### config.mk
export PLATFORM = sky130hd
export DESIGN_NAME = axis_ascon_aead128_deframer
export DESIGN_NICKNAME = d
export VERILOG_FILES = /design/src/rtl/axis_ascon_aead128_deframer.sv
export SDC_FILE = /design/constraint.sdc
export NUM_CORES = 1
export LEC_CHECK = 0
export BUFFER_PORTS_ARGS = -buffer_cell sky130_fd_sc_hd__clkbuf_2
export CORE_AREA = 8 8 408 410
export DETAILED_ROUTE_END_ITERATION = 7
export DIE_AREA = 0 0 416 418
export PLACE_DENSITY_LB_ADDON = 0.25
export SLEW_MARGIN = 0
export SYNTH_ARGS = -nofsm -noshare
export SYNTH_HDL_FRONTEND = slang
export SYNTH_SLANG_ARGS = --single-unit
### constraint.sdc
create_clock -name clk -period 5.65 [get_ports clk]
set_input_delay 1.13 -clock clk [delete_from_list [all_inputs] [get_ports clk]]
set_output_delay 1.13 -clock clk [all_outputs]
set_load 0.02 [all_outputs]
### src/rtl/axis_ascon_aead128_deframer.sv
// Splits a serialized AEAD frame (cmd, header, AD, ciphertext, tag) arriving on one
// 128-bit AXI-Stream into the cmd/ad/data/tag streams of an Ascon-AEAD128 decrypt core.
module axis_ascon_aead128_deframer #(
  parameter bit          force_decrypt = 1'b1,
  parameter int unsigned len_w         = 16
) (
  input  logic         clk,
  input  logic         resetn,
  input  logic         s_tvalid,
  output logic         s_tready,
  input  logic         s_tlast,
  input  logic [127:0] s_tdata,
  output logic         m_cmd_tvalid,
  input  logic         m_cmd_tready,
  output logic [511:0] m_cmd_tdata,
  output logic         m_ad_tvalid,
  input  logic         m_ad_tready,
  output logic         m_ad_tlast,
  output logic [127:0] m_ad_tdata,
  output logic [15:0]  m_ad_tkeep,
  output logic         m_tvalid,
  input  logic         m_tready,
  output logic         m_tlast,
  output logic [127:0] m_tdata,
  output logic [15:0]  m_tkeep,
  output logic         m_tag_tvalid,
  input  logic         m_tag_tready,
  output logic [127:0] m_tag_tdata,
  output logic         frame_err,
  output logic         frame_done
);

  localparam int unsigned cnt_w = len_w + 1;
  localparam logic [cnt_w-1:0] beat_bytes = cnt_w'(16);

  localparam logic [2:0] st_cmd   = 3'd0;
  localparam logic [2:0] st_hdr   = 3'd1;
  localparam logic [2:0] st_ad    = 3'd2;
  localparam logic [2:0] st_msg   = 3'd3;
  localparam logic [2:0] st_tag   = 3'd4;
  localparam logic [2:0] st_drain = 3'd5;

  logic [2:0]       state, state_nxt;
  logic [1:0]       beat_idx;
  logic [383:0]     cmd_buf;
  logic [511:0]     cmd_full;
  logic [cnt_w-1:0] ad_rem, msg_rem;
  logic [cnt_w-1:0] hdr_ad, hdr_msg;
  logic             rdy, s_fire, err_c, done_c;

  assign hdr_ad  = {1'b0, s_tdata[len_w-1:0]};
  assign hdr_msg = {1'b0, s_tdata[2*len_w-1:len_w]};

  assign m_ad_tdata  = s_tdata;
  assign m_tdata     = s_tdata;
  assign m_tag_tdata = s_tdata;

  // Byte-length counters drive tlast and LSB-aligned tkeep directly.
  assign m_ad_tlast = (ad_rem <= beat_bytes);
  assign m_tlast    = (msg_rem <= beat_bytes);
  assign m_ad_tkeep = (ad_rem >= beat_bytes) ? 16'hFFFF : ~(16'hFFFF << ad_rem[3:0]);
  assign m_tkeep    = (msg_rem >= beat_bytes) ? 16'hFFFF : ~(16'hFFFF << msg_rem[3:0]);

  always_comb begin
    cmd_full = {s_tdata, cmd_buf};
    if (force_decrypt) cmd_full[256] = 1'b0;
  end

  always_ff @(posedge clk or negedge resetn) begin
    if (!resetn) state <= st_cmd;
    else         state <= state_nxt;
  end

  always_comb begin
    state_nxt    = state;
    rdy          = 1'b0;
    m_ad_tvalid  = 1'b0;
    m_tvalid     = 1'b0;
    m_tag_tvalid = 1'b0;
    err_c        = 1'b0;
    done_c       = 1'b0;
    case (state)
      st_cmd: begin
        // Last cmd beat waits until the previous command has been taken.
        rdy = !(beat_idx == 2'd3 && m_cmd_tvalid && !s_tlast);
        if (s_tvalid && rdy) begin
          if (s_tlast) begin
            err_c = 1'b1;
          end else if (beat_idx == 2'd3) begin
            state_nxt = st_hdr;
          end
        end
      end
      st_hdr: begin
        rdy = 1'b1;
        if (s_tvalid) begin
          if (s_tlast) begin
            err_c     = 1'b1;
            state_nxt = st_cmd;
          end else if (hdr_ad != '0) begin
            state_nxt = st_ad;
          end else if (hdr_msg != '0) begin
            state_nxt = st_msg;
          end else begin
            state_nxt = st_tag;
          end
        end
      end
      st_ad: begin
        m_ad_tvalid = s_tvalid && !s_tlast;
        rdy         = s_tlast || m_ad_tready;
        if (s_tvalid && rdy) begin
          if (s_tlast) begin
            err_c     = 1'b1;
            state_nxt = st_cmd;
          end else if (m_ad_tlast) begin
            state_nxt = (msg_rem != '0) ? st_msg : st_tag;
          end
        end
      end
      st_msg: begin
        m_tvalid = s_tvalid && !s_tlast;
        rdy      = s_tlast || m_tready;
        if (s_tvalid && rdy) begin
          if (s_tlast) begin
            err_c     = 1'b1;
            state_nxt = st_cmd;
          end else if (m_tlast) begin
            state_nxt = st_tag;
          end
        end
      end
      st_tag: begin
        m_tag_tvalid = s_tvalid;
        rdy          = m_tag_tready;
        if (s_tvalid && rdy) begin
          if (s_tlast) begin
            done_c    = 1'b1;
            state_nxt = st_cmd;
          end else begin
            err_c     = 1'b1;
            state_nxt = st_drain;
          end
        end
      end
      st_drain: begin
        rdy = 1'b1;
        if (s_tvalid && s_tlast) state_nxt = st_cmd;
      end
      default: state_nxt = st_cmd;
    endcase
    s_tready = resetn && rdy;
    s_fire   = s_tvalid && rdy;
  end

  // Command assembly, header capture and remaining-byte bookkeeping.
  always_ff @(posedge clk or negedge resetn) begin
    if (!resetn) begin
      beat_idx     <= 2'd0;
      cmd_buf      <= '0;
      m_cmd_tdata  <= '0;
      m_cmd_tvalid <= 1'b0;
      ad_rem       <= '0;
      msg_rem      <= '0;
      frame_err    <= 1'b0;
      frame_done   <= 1'b0;
    end else begin
      frame_err  <= err_c;
      frame_done <= done_c;
      if (m_cmd_tvalid && m_cmd_tready) m_cmd_tvalid <= 1'b0;
      if (state == st_cmd && s_fire) begin
        if (s_tlast) begin
          beat_idx <= 2'd0;
        end else begin
          beat_idx <= beat_idx + 2'd1;
          case (beat_idx)
            2'd0:    cmd_buf[127:0]   <= s_tdata;
            2'd1:    cmd_buf[255:128] <= s_tdata;
            2'd2:    cmd_buf[383:256] <= s_tdata;
            default: begin
              m_cmd_tdata  <= cmd_full;
              m_cmd_tvalid <= 1'b1;
            end
          endcase
        end
      end
      if (state == st_hdr && s_fire && !s_tlast) begin
        ad_rem  <= hdr_ad;
        msg_rem <= hdr_msg;
      end
      if (state == st_ad && s_fire && !s_tlast)
        ad_rem <= (ad_rem > beat_bytes) ? ad_rem - beat_bytes : '0;
      if (state == st_msg && s_fire && !s_tlast)
        msg_rem <= (msg_rem > beat_bytes) ? msg_rem - beat_bytes : '0;
    end
  end

endmodule
# ---- Yosys cells after proc, flatten, opt, wreduce, memory -nomap -nowiden
# Index checks and enable logic that the tools add are counted.
dict set report classes {
  bitwise 4
  multipliers 0
  n_eq_ne 18
  n_shift 2
  n_reduce_logical 36
  order_cmp 6
  div 0
  muxes 45
  n_addsub 3
}
# cell count
set ops {}
lappend ops {{2-to-1 mux 17 bit} 6}
lappend ops {{2-to-1 mux 3 bit} 17}
lappend ops {{nonzero test 17 bit} 3}
lappend ops {{greater-or-equal comparator 17 x 5 -> 1 bit (second input constant)} 2}
lappend ops {{greater-than comparator 17 x 5 -> 1 bit (second input constant)} 2}
lappend ops {{less-or-equal comparator 17 x 5 -> 1 bit (second input constant)} 2}
lappend ops {{subtractor 17 x 5 -> 17 bit (second input constant)} 2}
lappend ops {{2-to-1 mux 16 bit} 2}
lappend ops {{inverter 16 bit} 2}
lappend ops {{<< shifter 16 x 4 -> 16 bit (first input constant)} 2}
lappend ops {{logical AND 1 bit} 18}
lappend ops {{one-hot mux 3 bit (6 select lines)} 1}
lappend ops {{2-to-1 mux 1 bit} 16}
lappend ops {{!= test 2 bit (second input constant)} 8}
lappend ops {{AND reduction 3 bit} 4}
lappend ops {{one-hot mux 1 bit (5 select lines)} 2}
lappend ops {{AND reduction 10 bit} 1}
lappend ops {{== test 3 x 2 -> 1 bit (second input constant)} 2}
lappend ops {{== test 3 bit (second input constant)} 2}
lappend ops {{!= test 3 bit (second input constant)} 2}
lappend ops {{== test 2 bit (second input constant)} 2}
lappend ops {{nonzero test 2 bit} 2}
lappend ops {{== test 3 x 1 -> 1 bit (second input constant)} 1}
lappend ops {{zero test 3 bit} 1}
lappend ops {{9 further kinds} 12}
dict set report word_totals {
  memories 0
  latchBits 0
  ramBits 0
  rom_bits 0
  word_cells 125
  inputBits 136
  register_bits 937
}

# ---- Longest topological paths before layout
dict set report logic_depth {
  depth_word 10
  ltp_mapped 8
  mapped_depth_nobuf 7
}

# ---- Worst setup path after synthesis
# No wires, ideal clock.
dict set report synth_timing {
  kind {register -> output}
  startpoint {register msg_rem[13]}
  endpoint {output m_tkeep[1]}
  t_required_ns 4.520
  arrival_time_ns 2.464
  n_path_buf 0
  path_stages_with_launch 7
  slack_ns 2.056
  path_cell_list {dfrtp_1 or4_1 or2_2 nor4_2 inv_1 nor3_1 nand2b_1}
}
dict set report synth_via {
  elab_chain_cells 2
}
# item line
set synth_rtl {}
lappend synth_rtl {{start: declaration} 47} ;# logic [cnt_w-1:0] ad_rem, msg_rem;
lappend synth_rtl {{start signal: assignment} 189} ;# msg_rem <= hdr_msg;
lappend synth_rtl {{start signal: assignment} 194} ;# msg_rem <= (msg_rem > beat_bytes) ? msg_rem - beat_bytes : '0;
lappend synth_rtl {{greater-or-equal comparator 17 x 5 -> 1 bit} 62} ;# assign m_tkeep = (msg_rem >= beat_bytes) ? 16'hFFFF : ~(16'hFFFF << msg_rem[3:0]);
lappend synth_rtl {{2-to-1 mux 16 bit} 62}
lappend synth_rtl {{end: declaration} 25} ;# output logic [15:0] m_tkeep,
# No other way between the ends.

# ---- Worst setup path in the final report
dict set report layout_timing {
  startpoint {register msg_rem[13]}
  endpoint {output m_tkeep[2]}
}
# The elaborated chain is that of the path after synthesis.

==> reports/metrics.cfg <==
[outcome]
status=complete, no violations

[synth]
async_reset_ff_frac=1.00
synth_area_leaders=dfrtp_1, mux2_2, mux2_1
syn_inst=2662
synth-xor-area-share=0.000674
synth_fa_ha_area_frac=0.00321
synth_cell_types=59
synth_seq_cells=936
syn_nets=2808
yosysWarnings=0
synth_mux_area_frac=0.262
synth_compound_area_frac=0.0223
synth_top_family_by_area=multiplexers
synth-simple-area-share=0.0210
mappedNetlistArea_um2=39000
synth_top_area_share=0.601
synth-edff-count=0
yosysSeqAreaShare=0.601
avgSynthCellArea_um2=14.6
ys.flop_type=dfrtp_1
synth_largest_area_cell=dfrtp_1

[floorplanning]
io_pins=1073
fp.dieW_um=416
die_h_um=418
start_util=0.244
core_area_um2=160000
dieArea_um2=174000
num_rows=147

[finish]
drive_above_1_share=0.555
final_cells=5573
final_nets=3545
nFillCells=16355
area_growth_pct=22.4

[clock_tree]
cts_buffer_depth=3
clkTransAtPathRegs_ps=60
cts_num_sinks=936
htree_levels=3
post_cts_buffers=0
cts_root_buffer=clkbuf_16
ctsHoldBuffers=0
cts_resized=0
insertion_delay_ps=690
cts_tree=yes
cts-buffers-inserted=108

[grt]
grt_max_degree=142
top_usage_layer=met2
grt_overflow=0
grt_antenna_before_repair=4
grt_pass1_wl_mm=174
use_met1=0.152
use_met3=0.0421
grt_use_met2=0.229
grt_pass1_vias=25078
grt_usage=0.131

[hold_path]
worstHoldPathType=primary input to async pin

[sta]
hold_viol_final=0
worstMarginPinSlew_ps=950
period_share=0.809
skew_ps=32.2
layout_min_cycle_time_ps=4570
slew_viol_final=0
rsz0062_at_grt=false
finalSetupViolCount=0
fin_tns_setup_ps=0
slew_headroom=0.366
max_freq_mhz=219

[power]
leakage_nw=24.8
power_density_nw_per_um2=549
p_sw_frac=0.347
p_clk_frac=0.265
power_switching_w=0.00911
seqPwrFrac=0.427
pwr-share-comb=0.308
cellInternalPower_w=0.0171
ir_drop_mv=0.288

[worst_setup_path]
cp-start-kind=flop
critPathKind=flop to output port
path_buf_inv=2
slowest_stage=nor4_2
endpoint_kind=output port
worst-path-max-fanout=8
critPathRequiredTime_ps=4520
path_cells=or4_1, or2_2, nor4_2, inv_1, nor3_1, nand2_1, clkbuf_2
cpPeakStageDelay_ps=640
cpLargestDelayFamily=simple AND/OR/NAND/NOR gates
crit_arrival_ps=3440

[placed_design]
io_buffer_count=1071
dpl.hpwl_mm=83.4
gp_congestion=0.769
dp.cells=5375

[drt]
wirelength_mm=118
drt_iter0_drc=933
drtAntennaViolNets=0
vias=23481
wl_per_cell_um=21.1
drc=0
dr.pass1.iters=4
vias_per_cell=4.21

[job]
cap_violations=0

## power by group through the flow
stage,clock network (W),logic (W),registers [W]
after floorplan,0,0.00348,0.0128
after global placement,0,0.00822,0.0112
after detailed placement,0,0.00830,0.0113
after CTS,0.00723,0.00832,0.0112
after global routing,0.00749,0.00872,0.0116
final,0.00695,0.00808,0.0112
## flip-flops by register name, indices dropped and copies added, names as in the netlist
signal        cells
msg_rem          17
m_cmd_tvalid      1
ad_rem           17
cmd_buf         383
m_cmd_tdata     511
state             3
beat_idx          2
frame_done        1
frame_err         1
## metal layers
layer / vias to the layer above / routed length (µm)
met5: - / 0
met4: 0 / 3460
met3: 172 / 7780
met2: 716 / 59700
met1: 12149 / 46900
li1: 10444 / -
## area by class of cell
cell class	count	area (µm²)	area share
inverters	23	86.3	0.00181
diodes	3	7.51	0.000157
flip-flops and latches	936	23400	0.491
clock buffers	163	3160	0.0662
well taps	2086	2610	0.0547
repair buffers	1127	5980	0.125
multi-input cells	1203	12100	0.253
clock inverters	32	383	0.00802
## kinds of logic after synthesis
kind of cell	Yosys count
other	1
adders and majority gates	10
muxes	906
AOI/OAI and AO/OA	123
and+or+nand+nor	160
xor gates and xnor gates	3
DFF	936
buffers and inverters	523
## synthesized netlist by cell type, types with 4 or more instances
cell / count
clkbuf_1: 33
o21ai_0: 45
nor3_1: 18
a21oi_1: 11
o31ai_1: 9
mux2i_1: 8
nand2_1: 48
mux2_2: 628
buf_2: 81
a22o_1: 13
mux2_1: 270
nor4_1: 13
or2_2: 4
o2bb2ai_1: 6
nor2_1: 25
a22oi_1: 5
and3_1: 4
dfrtp_1: 936
buf_4: 385
or4_1: 4
inv_1: 23
or3_1: 9
nand3_1: 9
nand2b_1: 10
ha_1: 10
## placed cells by master (no fill, tap or decap), drive strengths merged, types with 10 or more instances in the layout
cell type,count
a22o,13
inv,25
o21ai,46
ha,10
a21oi,11
mux2,898
nor4,14
clkbuf,1233
buf,57
clkinv,20
nor2,25
dfrtp,936
nand2,48
nor3,18
nand2b,10
## stage by stage
stage	instance area [µm²]	hold WS (ps)	power [W]	util	setup slack [ps]
floorplan	39000	452	0.0163	-	2060
global placement	44200	458	0.0195	0.277	1450
detailed placement	44200	465	0.0196	0.277	1350
CTS	47700	372	0.0268	0.299	913
global route	47700	390	0.0278	0.299	682
finish	47700	428	0.0262	0.299	1080
## final timing paths
check,startpoint,endpoint,slack [ps],cells past startpoint
worst min register to register,cmd_buf[202],m_cmd_tdata[202],460,1
worst max register to register,state[2],cmd_buf[75],2160,6
min in group clk,cmd_buf[202],m_cmd_tdata[202],460,1
worst min-delay path,resetn,msg_rem[3],430,1
worst max-delay path,msg_rem[13],m_tkeep[2],1080,7
max in group asynchronous,resetn,cmd_buf[63],3560,3
Note: power is estimated with default switching activity, not from simulation.
